**src/rtl/muxn_pipe_pkg.sv**
```systemverilog
// Shared definitions for the muxn_pipe selector block.
// Holds the mode encodings and the default channel geometry used by the
// processor datapath (3 channels of 16 bits).
package muxn_pipe_pkg;

  localparam logic MODE_SEL = 1'b0;
  localparam logic MODE_RR  = 1'b1;

  localparam int DEFAULT_WIDTH  = 16;
  localparam int DEFAULT_NUM_IN = 3;
  localparam int DEFAULT_SEL_W  = 2;

  localparam int BEAT_CNT_W = 16;

endpackage

```
**src/rtl/muxn_pipe_rr_pick.sv**
```systemverilog
// rr_pick: combinational round-robin picker.
// Starting just after ptr and wrapping at NUM_IN-1 back to 0, reports the
// first requesting channel. ptr itself is scanned last, so the channel that
// won most recently has the lowest priority.
module rr_pick
  import muxn_pipe_pkg::*;
#(
  parameter int NUM_IN = DEFAULT_NUM_IN,
  parameter int SEL_W  = DEFAULT_SEL_W
) (
  input  logic [NUM_IN-1:0] req,
  input  logic [SEL_W-1:0]  ptr,
  output logic [SEL_W-1:0]  gnt_idx,
  output logic              gnt_any
);

  logic [SEL_W-1:0] cand_idx;

  // Scan farthest-first so the nearest requester after ptr overwrites the rest.
  always_comb begin
    gnt_any  = 1'b0;
    gnt_idx  = '0;
    cand_idx = '0;
    for (int k = NUM_IN; k >= 1; k--) begin
      cand_idx = SEL_W'((int'(ptr) + k) % NUM_IN);
      if (req[cand_idx]) begin
        gnt_any = 1'b1;
        gnt_idx = cand_idx;
      end
    end
  end

endmodule

```
**src/rtl/muxn_pipe.sv**
```systemverilog
// muxn_pipe: N-input WIDTH-bit selector with a registered output stage and
// valid/ready handshakes on every channel. mode=0 selects channel s, mode=1
// round-robins among valid channels.
// Optional feature: define MUXN_PIPE_BEATCNT_EN to add a 16-bit beat_cnt
// output counting accepted output beats.
module muxn_pipe
  import muxn_pipe_pkg::*;
#(
  parameter int WIDTH  = DEFAULT_WIDTH,
  parameter int NUM_IN = DEFAULT_NUM_IN,
  parameter int SEL_W  = DEFAULT_SEL_W
) (
  input  logic                    clk,
  input  logic                    rst_n,
  input  logic [NUM_IN*WIDTH-1:0] in_data,
  input  logic [NUM_IN-1:0]       in_valid,
  output logic [NUM_IN-1:0]       in_ready,
  input  logic                    mode,
  input  logic [SEL_W-1:0]        s,
  output logic [WIDTH-1:0]        out_data,
  output logic [SEL_W-1:0]        out_sel,
  output logic                    out_valid,
  input  logic                    out_ready
`ifdef MUXN_PIPE_BEATCNT_EN
  ,
  output logic [BEAT_CNT_W-1:0]   beat_cnt
`endif
);

  logic [WIDTH-1:0] out_data_q, out_data_d;
  logic [SEL_W-1:0] out_sel_q, out_sel_d;
  logic             out_valid_q, out_valid_d;
  logic [SEL_W-1:0] rr_ptr_q, rr_ptr_d;

  logic             load_en;
  logic             take;
  logic             gnt_any;
  logic [SEL_W-1:0] gnt_idx;
  logic             rr_any;
  logic [SEL_W-1:0] rr_idx;

  rr_pick #(
    .NUM_IN (NUM_IN),
    .SEL_W  (SEL_W)
  ) u_rr_pick (
    .req     (in_valid),
    .ptr     (rr_ptr_q),
    .gnt_idx (rr_idx),
    .gnt_any (rr_any)
  );

  // The output register may accept a new beat when empty or being drained.
  assign load_en = !out_valid_q || out_ready;

  // Pick the granted channel for the current mode; out-of-range s grants nothing.
  always_comb begin
    gnt_any = 1'b0;
    gnt_idx = '0;
    if (mode == MODE_RR) begin
      gnt_any = rr_any;
      gnt_idx = rr_idx;
    end else if (int'(s) < NUM_IN) begin
      gnt_any = in_valid[s];
      gnt_idx = s;
    end
  end

  assign take = gnt_any && load_en;

  // Ready goes only to the granted channel, and only when the register can load.
  always_comb begin
    in_ready = '0;
    if (take) begin
      in_ready[gnt_idx] = 1'b1;
    end
  end

  // Next-state for the output register and round-robin pointer: load, drain or hold.
  always_comb begin
    out_data_d  = out_data_q;
    out_sel_d   = out_sel_q;
    out_valid_d = out_valid_q;
    rr_ptr_d    = rr_ptr_q;
    if (take) begin
      out_data_d  = in_data[int'(gnt_idx)*WIDTH +: WIDTH];
      out_sel_d   = gnt_idx;
      out_valid_d = 1'b1;
      if (mode == MODE_RR) begin
        rr_ptr_d = gnt_idx;
      end
    end else if (out_valid_q && out_ready) begin
      out_valid_d = 1'b0;
    end
  end

  // Output register and pointer; pointer resets to the last channel so channel 0 goes first.
  always_ff @(posedge clk or negedge rst_n) begin
    if (!rst_n) begin
      out_data_q  <= '0;
      out_sel_q   <= '0;
      out_valid_q <= 1'b0;
      rr_ptr_q    <= SEL_W'(NUM_IN - 1);
    end else begin
      out_data_q  <= out_data_d;
      out_sel_q   <= out_sel_d;
      out_valid_q <= out_valid_d;
      rr_ptr_q    <= rr_ptr_d;
    end
  end

  assign out_data  = out_data_q;
  assign out_sel   = out_sel_q;
  assign out_valid = out_valid_q;

`ifdef MUXN_PIPE_BEATCNT_EN
  logic [BEAT_CNT_W-1:0] beat_cnt_q, beat_cnt_d;

  // Count accepted output beats, wrapping naturally at the counter width.
  always_comb begin
    beat_cnt_d = beat_cnt_q;
    if (out_valid_q && out_ready) begin
      beat_cnt_d = beat_cnt_q + BEAT_CNT_W'(1);
    end
  end

  // Beat counter register.
  always_ff @(posedge clk or negedge rst_n) begin
    if (!rst_n) begin
      beat_cnt_q <= '0;
    end else begin
      beat_cnt_q <= beat_cnt_d;
    end
  end

  assign beat_cnt = beat_cnt_q;
`endif

endmodule
```
**config.mk**
```make
export PLATFORM = sky130hd
export DESIGN_NAME = muxn_pipe
export DESIGN_NICKNAME = d
export VERILOG_FILES = /design/src/rtl/muxn_pipe_pkg.sv /design/src/rtl/muxn_pipe_rr_pick.sv /design/src/rtl/muxn_pipe.sv
export SDC_FILE = /design/constraint.sdc
export NUM_CORES = 1
export LEC_CHECK = 0
export CORE_MARGIN = 2
export CORE_UTILIZATION = 37
export CTS_BUF_LIST = sky130_fd_sc_hd__clkbuf_16
export DETAILED_ROUTE_END_ITERATION = 16
export PLACE_DENSITY = 0.78
export SYNTH_ARGS = -nofsm -noshare
export SYNTH_HDL_FRONTEND = slang
export SYNTH_SLANG_ARGS = --single-unit
```
**constraint.sdc**
```tcl
create_clock -name clk -period 2.8 [get_ports clk]
set_input_delay 0.7 -clock clk [delete_from_list [all_inputs] [get_ports clk]]
set_output_delay 0.7 -clock clk [all_outputs]
set_load 0.01 [all_outputs]
```
==> impl_metrics.ini, run 1 <==
[routing]
drc_errors = 0
dr.pass1.iters = 4
totalWireLength_um = 4750
ant_nets = 0
wl_per_cell_um = 14.8
via_count = 1604
drt_iter0_drc = 69
vias_per_cell = 4.98

[yosys]
yosys_register_bits = 21
syn-cell-area_um2 = 1590
syn-num-nets = 233
synthCells = 172
synth_top_area_share_pct = 31.5
ys_types = 38
ys_top_cells_by_area = dfrtp_1 (32%), mux2i_1 (13%), a31oi_1 (6.3%)
avgSynthCellArea_um2 = 9.23
post-synth-top-count-cell = mux2i_1
yosys_warnings = 0
synth-edff-count = 0
synth_common_cells = mux2i_1 (21), dfrtp_1 (20), nand2_1 (20)
synth_flop_cell = dfrtp_1
ys_async_sr_fraction_pct = 100
yosysSeqAreaShare_pct = 33.2
yosys.area.top_type = dfrtp_1

[setup_path]
crit_path_frequent_cell = mux2_4
cp_max_fo = 4
reg2reg_setup_slack_ps = 260
required_ps = 2100
worst_setup_path_end_kind = output port
path_cells = ha_4 > mux2_4 > mux2_4 > o41ai_4 > a21oi_4 > nand2_4 > nor2_2 > buf_2
slowest_delay_ps = 560
worstPathArrival_ps = 2330
slowest_stage = dfstp_2
cp-start-kind = flop
crit_type = flop to output port

[grt]
grt_pass1_vias = 1619
grt_pass1_wl_um = 7810
gr-total-overflow = 0
grt_max_degree = 28
antenna_found_initial = 0
track_usage_pct = 19.8

[sta]
maxSlewHeadroom_pct = 74.3
fmax_mhz = 330
min_period_ps = 3030
skew_ps = 5.80
rsz0062_at_grt = true
worst_slack_ps = -227
finalCritPeriodShare_pct = 108
finalMaxSlewViolations = 0
finalHoldViolCount = 0
tightest_slew_ps = 381
whs_ps = 523
setup_viol = 3

[worst_hold_path]
hp-class = flop to flop

[status]
status = complete, but fails checks
violations = setup timing

[clock_network]
clk_pin_slew_ps = 50
numCtsBuffers = 3
insertion_delay_ps = 260
cts_max_level = 1
cts_tree = built
clockBufferDepth = 2
cts_hold_buf = 0
root_buffer = clkbuf_16
cts_sinks = 21

[placement]
hpwl_um = 3680
postPlaceCellArea_um2 = 2600
gp_congestion = 0.889
numPortBuffers = 78
dp_cells = 314

[die]
die_x_um = 69.5
die_area_um2 = 4830
rows = 23
start_util_pct = 39.1
coreArea_um2 = 4060
io_pins = 79
die_y_um = 69.5

[power]
ir_worst_vdd_v = 0.000557
power_density_nw_per_um2 = 943
power_uw = 2590
leakagePower_uw = 0.00115

[cells_and_area]
nFillCells = 344
fin_util_pct = 67.7
diodes = 0
area_growth_pct = 73.0
drive_gt1_share_pct = 22.1
final_nets = 334
stdcell_count = 322
post-route-cell-area_um2 = 2750

[flow_run]
cap_violations = 0
==> layer usage <==
layer | GRT usage, % | wire [um]
met3 | 3.34 | 230
met4 | 3.27 | 27
met2 | 34.6 | 2360
met1 | 26.0 | 2140
met5 | 0 | 0
==> sequential cells by signal, indices dropped and copies added (netlist names) <==
register,cells
rr_ptr_q,2
out_data,16
out_valid,1
out_sel,2
==> placed cells by master (no fill, tap or decap), types with 3 or more instances in the layout <==
cell	n
dlygate4sd2_1	3
mux2_2	3
a31oi_1	16
dfrtp_1	20
mux2i_1	20
or2b_1	10
inv_1	7
nand2b_1	8
clkdlybuf4s50_1	72
o21ai_0	3
ha_1	3
nand2_1	19
buf_4	29
clkbuf_16	3
a21oi_1	16
==> kinds of logic after synthesis <==
group	Yosys count	share of synthesized area [%]
simple gates	51	17.5
compound gates	49	21.0
mux	26	17.3
buf+inv	21	7.96
flops	21	33.2
fa+ha+maj	4	3.15
==> stage by stage <==
| stage | setup TNS [ps] | setup slack [ps] |
|---|---|---|
| 2_1_floorplan | -6.21 | -6.21 |
| 3_3_place_gp | -2950 | -763 |
| 3_5_place_dp | -3280 | -831 |
| 4_1_cts | -615 | -246 |
| 5_1_grt | -878 | -314 |
| 6_report | -649 | -227 |
==> what timing repair did <==
| item | 4_1_cts | 5_1_grt |
|---|---|---|
| endpoints found under the setup margin | 3 | 3 |
| gates resized for setup | 22 | 4 |
| pin swaps | 3 | 3 |
| setup buffers | 1 | 3 |
==> layout make-up <==
cell class                 count  area, um^2  share of cell area, %
clock buffer                   3        75.1                   2.73
clock inverter                 1        5.00                  0.182
inverter                       9        33.8                   1.23
multi-input combinational    130        1030                   37.5
sequential                    21         527                   19.2
tap                           50        62.6                   2.28
timing repair buffer         108        1010                   36.9
==> report_power, final <==
group          internal [uW]  switching, uW  total (uW)
registers                457           82.4         539
clock network            192            110         302
logic                    959            791        1750
==> path summary, 6_finish.rpt <==
kind,startpoint,end,cells after the start
worst max-delay path,rr_ptr_q[1],in_ready[0],8
worst min-delay path,out_sel[1],out_sel[1],1
worst max register to register,rr_ptr_q[1],rr_ptr_q[0],8
worst min register to register,out_sel[1],out_sel[1],1
max in group asynchronous,rst_n,rr_ptr_q[1],2
min in group asynchronous,rst_n,out_data[14],2
==> worst max-delay path, delay by kind of cell (launching register included) <==
family	cells	cell delay, ps
multiplexers	2	590
flip-flops	1	560
AO/OA/AOI/OAI	2	480
AND/OR/NAND/NOR	2	150
adder cells (fa/ha/maj)	1	140
buffers and inverters	1	140
No activity file was read; power rests on OpenSTA's default activity.
==> run 2: changes to the inputs <==
Settings changed: ABC_CLOCK_PERIOD_IN_PS from default to 2800, CORE_UTILIZATION 37 to 40, DONT_BUFFER_PORTS from default to 1, PLACE_DENSITY 0.78 to default, SYNTH_HIERARCHICAL from default to 1.
==> run 2 against run 1 <==
  * The flow still finishes with violations (setup timing)
  * Flip-flop and latch count unchanged
  * First-iteration DRC count down 1.4%
  * Via count down 5.4%
  * Clock skew down 3.9 ps
  * Clock power up 1%
  * Sequential power up 18%
  * Die area down 8.9%
  * Highest routed layer unchanged
  * Largest power group unchanged
==> impl_metrics.ini, run 2 <==
[sta]
maxSlewHeadroom_pct = 59.5
tightest_slew_ps = 607
finalCritPeriodShare_pct = 105
rsz0062_at_grt = true
fmax_mhz = 342
finalHoldViolCount = 0
setup_viol = 3
finalMaxSlewViolations = 0
worst_slack_ps = -127
skew_ps = 1.85
min_period_ps = 2930

[die]
die_x_um = 66.3
start_util_pct = 42.1
coreArea_um2 = 3690
io_pins = 79
die_y_um = 66.3
die_area_um2 = 4400
rows = 22

[yosys]
ys_top_cells_by_area = dfrtp_1 (32%), a21o_1 (8.2%), a21oi_1 (6.4%)
synth_top_family_by_area = compound AO/OA/AOI/OAI gates
ys_types = 36
synthCells = 186
synth_top_area_share_pct = 32.2
synthAdderAreaFrac_pct = 3.22
synth_flop_cell = dfrtp_1
yosysSeqAreaShare_pct = 33.9
ys_async_sr_fraction_pct = 100
synth_compound_area_share_pct = 32.4
syn-num-nets = 247
synth-edff-count = 0
synth-xor-area-share_pct = 0
post-synth-top-count-cell = nand2_1
yosys_warnings = 6
yosys.area.top_type = dfrtp_1
synth_common_cells = nand2_1 (23), a21oi_1 (20), dfrtp_1 (20)
yosys_register_bits = 21
synth.area.mux_share_pct = 4.27
syn-cell-area_um2 = 1550
avgSynthCellArea_um2 = 8.35
synth-simple-area-share_pct = 19.0

[clock_network]
cts_tree = built
insertion_delay_ps = 250
cts_sinks = 21
clk_pin_slew_ps = 60
numCtsBuffers = 3
clockBufferDepth = 2
root_buffer = clkbuf_16
cts_max_level = 1

[routing]
drc_errors = 0
totalWireLength_um = 4710
dr.pass1.iters = 4
via_count = 1517
wl_per_cell_um = 19.5
drt_iter0_drc = 68
vias_per_cell = 6.29
ant_nets = 0

[grt]
grt_pass1_vias = 1467
grt_max_degree = 23
grt_pass1_wl_um = 7310
antenna_found_initial = 0
gr-total-overflow = 0
track_usage_pct = 21.8

[flow_run]
cap_violations = 0

[setup_path]
worst_setup_path_end_kind = output port
required_ps = 2100
worstPathArrival_ps = 2230
cp-start-kind = flop
cp_max_fo = 4
crit_type = flop to output port

[cells_and_area]
layout_common_cells = nand2_1 (20), dfrtp_1 (20), a21oi_1 (18)
largest_reg_flops = 16
final_nets = 255
drive_gt1_share_pct = 24.4
diodes = 0
area_growth_pct = 18.0
post-route-cell-area_um2 = 1830

[power]
power_uw = 2020
ir_worst_vdd_v = 0.000480
leakagePower_uw = 0.000761
power_density_nw_per_um2 = 1100

[placement]
postPlaceCellArea_um2 = 1620
hpwl_um = 3390
numPortBuffers = 0
gp_congestion = 0.853

[status]
violations = setup timing
status = complete, but fails checks

[worst_hold_path]
hp-class = primary input to asynchronous set/reset pin
==> run 2: cell count changes after synthesis, moves of 3 or more <==
cell,previous run,this run
buf_2,5,8
o21ai_0,4,19
or2b_1,10,0
nand2b_1,8,3
nand3_1,1,17
mux2i_1,21,4
nand2_1,20,23
inv_1,9,3
a21o_1,0,17
a21oi_1,17,20
==> run 2: final cells by class <==
cell class / count / area, um^2
Fill cell: 365 / 1860
Multi-Input combinational cell: 146 / 1000
Sequential cell: 21 / 527
Timing Repair Buffer: 19 / 150
Clock buffer: 3 / 75.1
Tap cell: 48 / 60.1
Inverter: 3 / 11.3
Clock inverter: 1 / 7.51
==> run 2: repair_timing <==
item | in CTS | in global routing
resized for setup | 15 | 10
pin swaps | 6 | 5
setup endpoints to repair | 3 | 3
hold buffers | 0 | 0
hold endpoints to repair | 0 | 0
setup buffers | 5 | 0
==> run 2: path summary, 6_finish.rpt <==
kind                                  start           end  slack, ps  depth (start not counted)
min in group clk                in_data[21]   out_data[5]        590                          2
worst min-delay path                  rst_n   out_data[5]        140                          0
worst max-delay path            rr_ptr_q[1]   in_ready[0]       -130                          9
worst max register to register  rr_ptr_q[1]  out_data[10]        190                         11
worst min register to register   out_sel[0]    out_sel[0]        620                          1
max in group asynchronous             rst_n   rr_ptr_q[1]       2490                          0
==> run 2: logic make-up (layout without fill, tap and decap cells) <==
logic type,Yosys count,in the layout
multiplexers,6,6
adder cells (fa/ha/maj),4,4
AND/OR/NAND/NOR,57,57
buffers and inverters,19,26
AO/OA/AOI/OAI,79,79
flip-flops,21,21
==> run 2: worst max-delay path, cell delays in order (launching register included) <==
cell and delay (ps):
dfstp_2 570, ha_4 230, mux2i_1 260, o22ai_1 140, a211o_1 290, nand2_2 80, o311ai_4 100, nand2_2 100
nor4_2 50, buf_4 150
==> run 2: routing by layer <==
metal  global-route usage (%)  wire (um)
met1                     28.0       1830
met3                     6.30        441
met5                        0          0
met2                     36.1       2390
met4                     5.10         51
==> run 2: power breakdown <==
group | leakage [uW] | internal, uW | switching (uW)
Combinational | 0.000485 | 515 | 565
Clock | 0.0000371 | 193 | 113
Sequential | 0.000238 | 459 | 179
Total | 0.000761 | 1170 | 857
==> run 2: through the flow <==
step | cells | setup TNS [ps] | hold slack (ps) | util (%) | setup slack (ps)
after floorplan | 186 | 0 | 404 | - | 11.8
after global placement | 232 | 0 | 405 | 44.0 | 87.5
after detailed placement | 232 | 0 | 405 | 44.0 | 6.12
after CTS | 241 | -241 | 135 | 49.0 | -112
after global routing | 241 | -536 | 126 | 49.7 | -224
final | 241 | -251 | 140 | 49.7 | -127
==> run 3: changes to the inputs <==
Settings changed: ABC_AREA from default to 1, SLEW_MARGIN from default to 20.
==> run 3 against run 2 <==
  * The flow still finishes with violations (setup timing)
  * Global-route usage fell by 1.1 points
  * Largest cell class unchanged
  * Synthesized cell count is 48% higher
  * Flip-flop and latch count unchanged
  * Final area up 6.8%
  * Maximum frequency grew 3.8%
  * Sequential share of layout area fell by 1.8 points
  * Area after synthesis rose by 11%
  * Highest routed layer unchanged
  * Sequential power shrank 0.9%
  * Worst hold slack worse by 3.6 ps
==> impl_metrics.ini, run 3 <==
[clock_network]
insertion_delay_ps = 250
clockBufferDepth = 2
cts_sinks = 21
cts_tree = built
root_buffer = clkbuf_16
cts_max_level = 1
numCtsBuffers = 3
clk_pin_slew_ps = 60

[die]
die_x_um = 69.6
die_area_um2 = 4840
rows = 23
io_pins = 79
die_y_um = 69.6
start_util_pct = 42.4
coreArea_um2 = 4060

[yosys]
synth-edff-count = 0
syn-cell-area_um2 = 1720
ys_async_sr_fraction_pct = 100
syn-num-nets = 337
synth_flop_cell = dfrtp_1
yosys.area.top_type = dfrtp_1
post-synth-top-count-cell = nand2_1
synthCells = 276
ys_types = 25
synth_top_area_share_pct = 29.1
avgSynthCellArea_um2 = 6.24
yosys_register_bits = 21
yosysSeqAreaShare_pct = 30.6
ys_top_cells_by_area = dfrtp_1 (29%), nand3_1 (21%), nand2_1 (19%)
synth_common_cells = nand2_1 (88), nand3_1 (71), inv_1 (50)
yosys_warnings = 6

[setup_path]
worstPathBufferInverterCount = 3
worstPathArrival_ps = 2120
path_cells = inv_2 > ha_1 > inv_2 > nor3_4 > a21oi_2 > nand3b_1 > or2_1 > nand3_4 > nor3_2 > buf_4
cp_max_fo = 5
crit_type = flop to output port
required_ps = 2100
slowest_stage = dfstp_2
crit_path_frequent_cell = inv_2
slowest_delay_ps = 620
crit_family = flip-flops
cp-start-kind = flop
worst_setup_path_end_kind = output port

[grt]
gr-total-overflow = 0
grt_pass1_vias = 1596
grt_pass1_wl_um = 8160
antenna_found_initial = 0
track_usage_pct = 20.8
grt_max_degree = 22

[routing]
drt_iter0_drc = 106
wl_met3_um = 340
vias_per_cell = 5.12
met2_length_um = 2290
drc_errors = 0
ant_nets = 0
dr.pass1.iters = 4
m1WireLength_um = 2180
via_count = 1706
wl_per_cell_um = 14.6
top_layer_used = met4
totalWireLength_um = 4860

[cells_and_area]
area_growth_pct = 13.7
layout_commonest_cell = nand2_1
layout_common_cells = nand2_1 (87), nand3_1 (71), inv_1 (45)
largest_reg_flops = 16
drive_gt1_share_pct = 16.3
final_nets = 345
diodes = 0

[sta]
min_period_ps = 2820
fmax_mhz = 355
fin_setup_tns_ps = -36.3
setup_viol = 2
finalCritPeriodShare_pct = 101
finalHoldViolCount = 0
maxSlewHeadroom_pct = 62.4
whs_ps = 136
worst_slack_ps = -18.3
tightest_slew_ps = 562
skew_ps = 1.85
rsz0062_at_grt = true
finalMaxSlewViolations = 0

[status]
status = complete, but fails checks
violations = setup timing

[power]
leakagePower_uw = 0.00114
ir_worst_vdd_v = 0.000350
power_density_nw_per_um2 = 988

[flow_run]
cap_violations = 0

[worst_hold_path]
hp-class = primary input to asynchronous set/reset pin

[placement]
numPortBuffers = 0
hpwl_um = 3560
gp_congestion = 0.877
==> run 3: stage by stage <==
stage / total power, uW / instances / setup slack, ps / cell area (um^2) / util (%)
finish: 1930 / 333 / -18.3 / 1960 / 48.2
global route: 2110 / 333 / -96.0 / 1960 / 48.2
CTS: 1900 / 333 / 2.72 / 1940 / 47.9
detailed placement: 1490 / 324 / 118 / 1780 / 43.8
global placement: 1470 / 324 / 167 / 1780 / 43.8
floorplan: 1290 / 276 / -14.6 / 1720 / -
==> run 3: logic make-up (layout without fill, tap and decap cells) <==
logic type	after synthesis	after routing	share of synthesized area, %
flops	21	21	30.6
fa+ha+maj	4	4	2.91
simple gates	176	176	47.3
compound gates	10	10	3.27
buf+inv	65	72	15.9
==> run 3: final timing paths <==
| check | start | to | depth (start not counted) | slack [ps] |
|---|---|---|---|---|
| setup / recovery | rr_ptr_q[1] | in_ready[2] | 10 | -20 |
| hold / removal | rst_n | out_data[14] | 0 | 140 |
| setup reg to reg | rr_ptr_q[1] | out_data[11] | 13 | 260 |
| hold reg to reg | out_data[12] | out_data[12] | 2 | 550 |
| max in group asynchronous | rst_n | rr_ptr_q[1] | 0 | 2490 |
| min in group clk | out_data[12] | out_data[12] | 2 | 550 |
==> run 3: report_power, final <==
| group | leakage, uW | internal, uW | switching (uW) |
|---|---|---|---|
| combinational | 0.000842 | 382 | 613 |
| clock | 0.0000409 | 192 | 114 |
| sequential | 0.000260 | 449 | 182 |
| total | 0.00114 | 1020 | 910 |
==> run 3: layout make-up <==
class                   instances  area (um^2)
clock buffers                   3         75.1
flip-flops and latches         21          528
fillers                       422         2100
inverters                      55          206
multi-input cells             190          982
repair buffers                 13         97.6
well taps                      50         62.6
clock inverters                 1         5.00
==> run 3: worst register-to-register path: cells and delay by family, from the launching register on <==
| kind | cells | cell delay (ps) |
|---|---|---|
| AOI/OAI and AO/OA | 1 | 140 |
| adders and majority gates | 1 | 190 |
| DFF | 1 | 620 |
| buffers and inverters | 5 | 710 |
| and+or+nand+nor | 6 | 770 |
==> run 3: per-layer routing <==
layer / track usage [%] / vias to the layer above
met1: 29.1 / 762
li1: - / 871
met4: 4.14 / 0
met3: 4.65 / 4
met5: 0 / -
met2: 32.9 / 69
==> run 3: repair_timing <==
action                     in CTS  in global routing
setup endpoints to repair       3                  3
gates resized for setup        11                  6
hold buffers                    0                  0
buffers inserted                5                  0
pin swaps                       6                  1
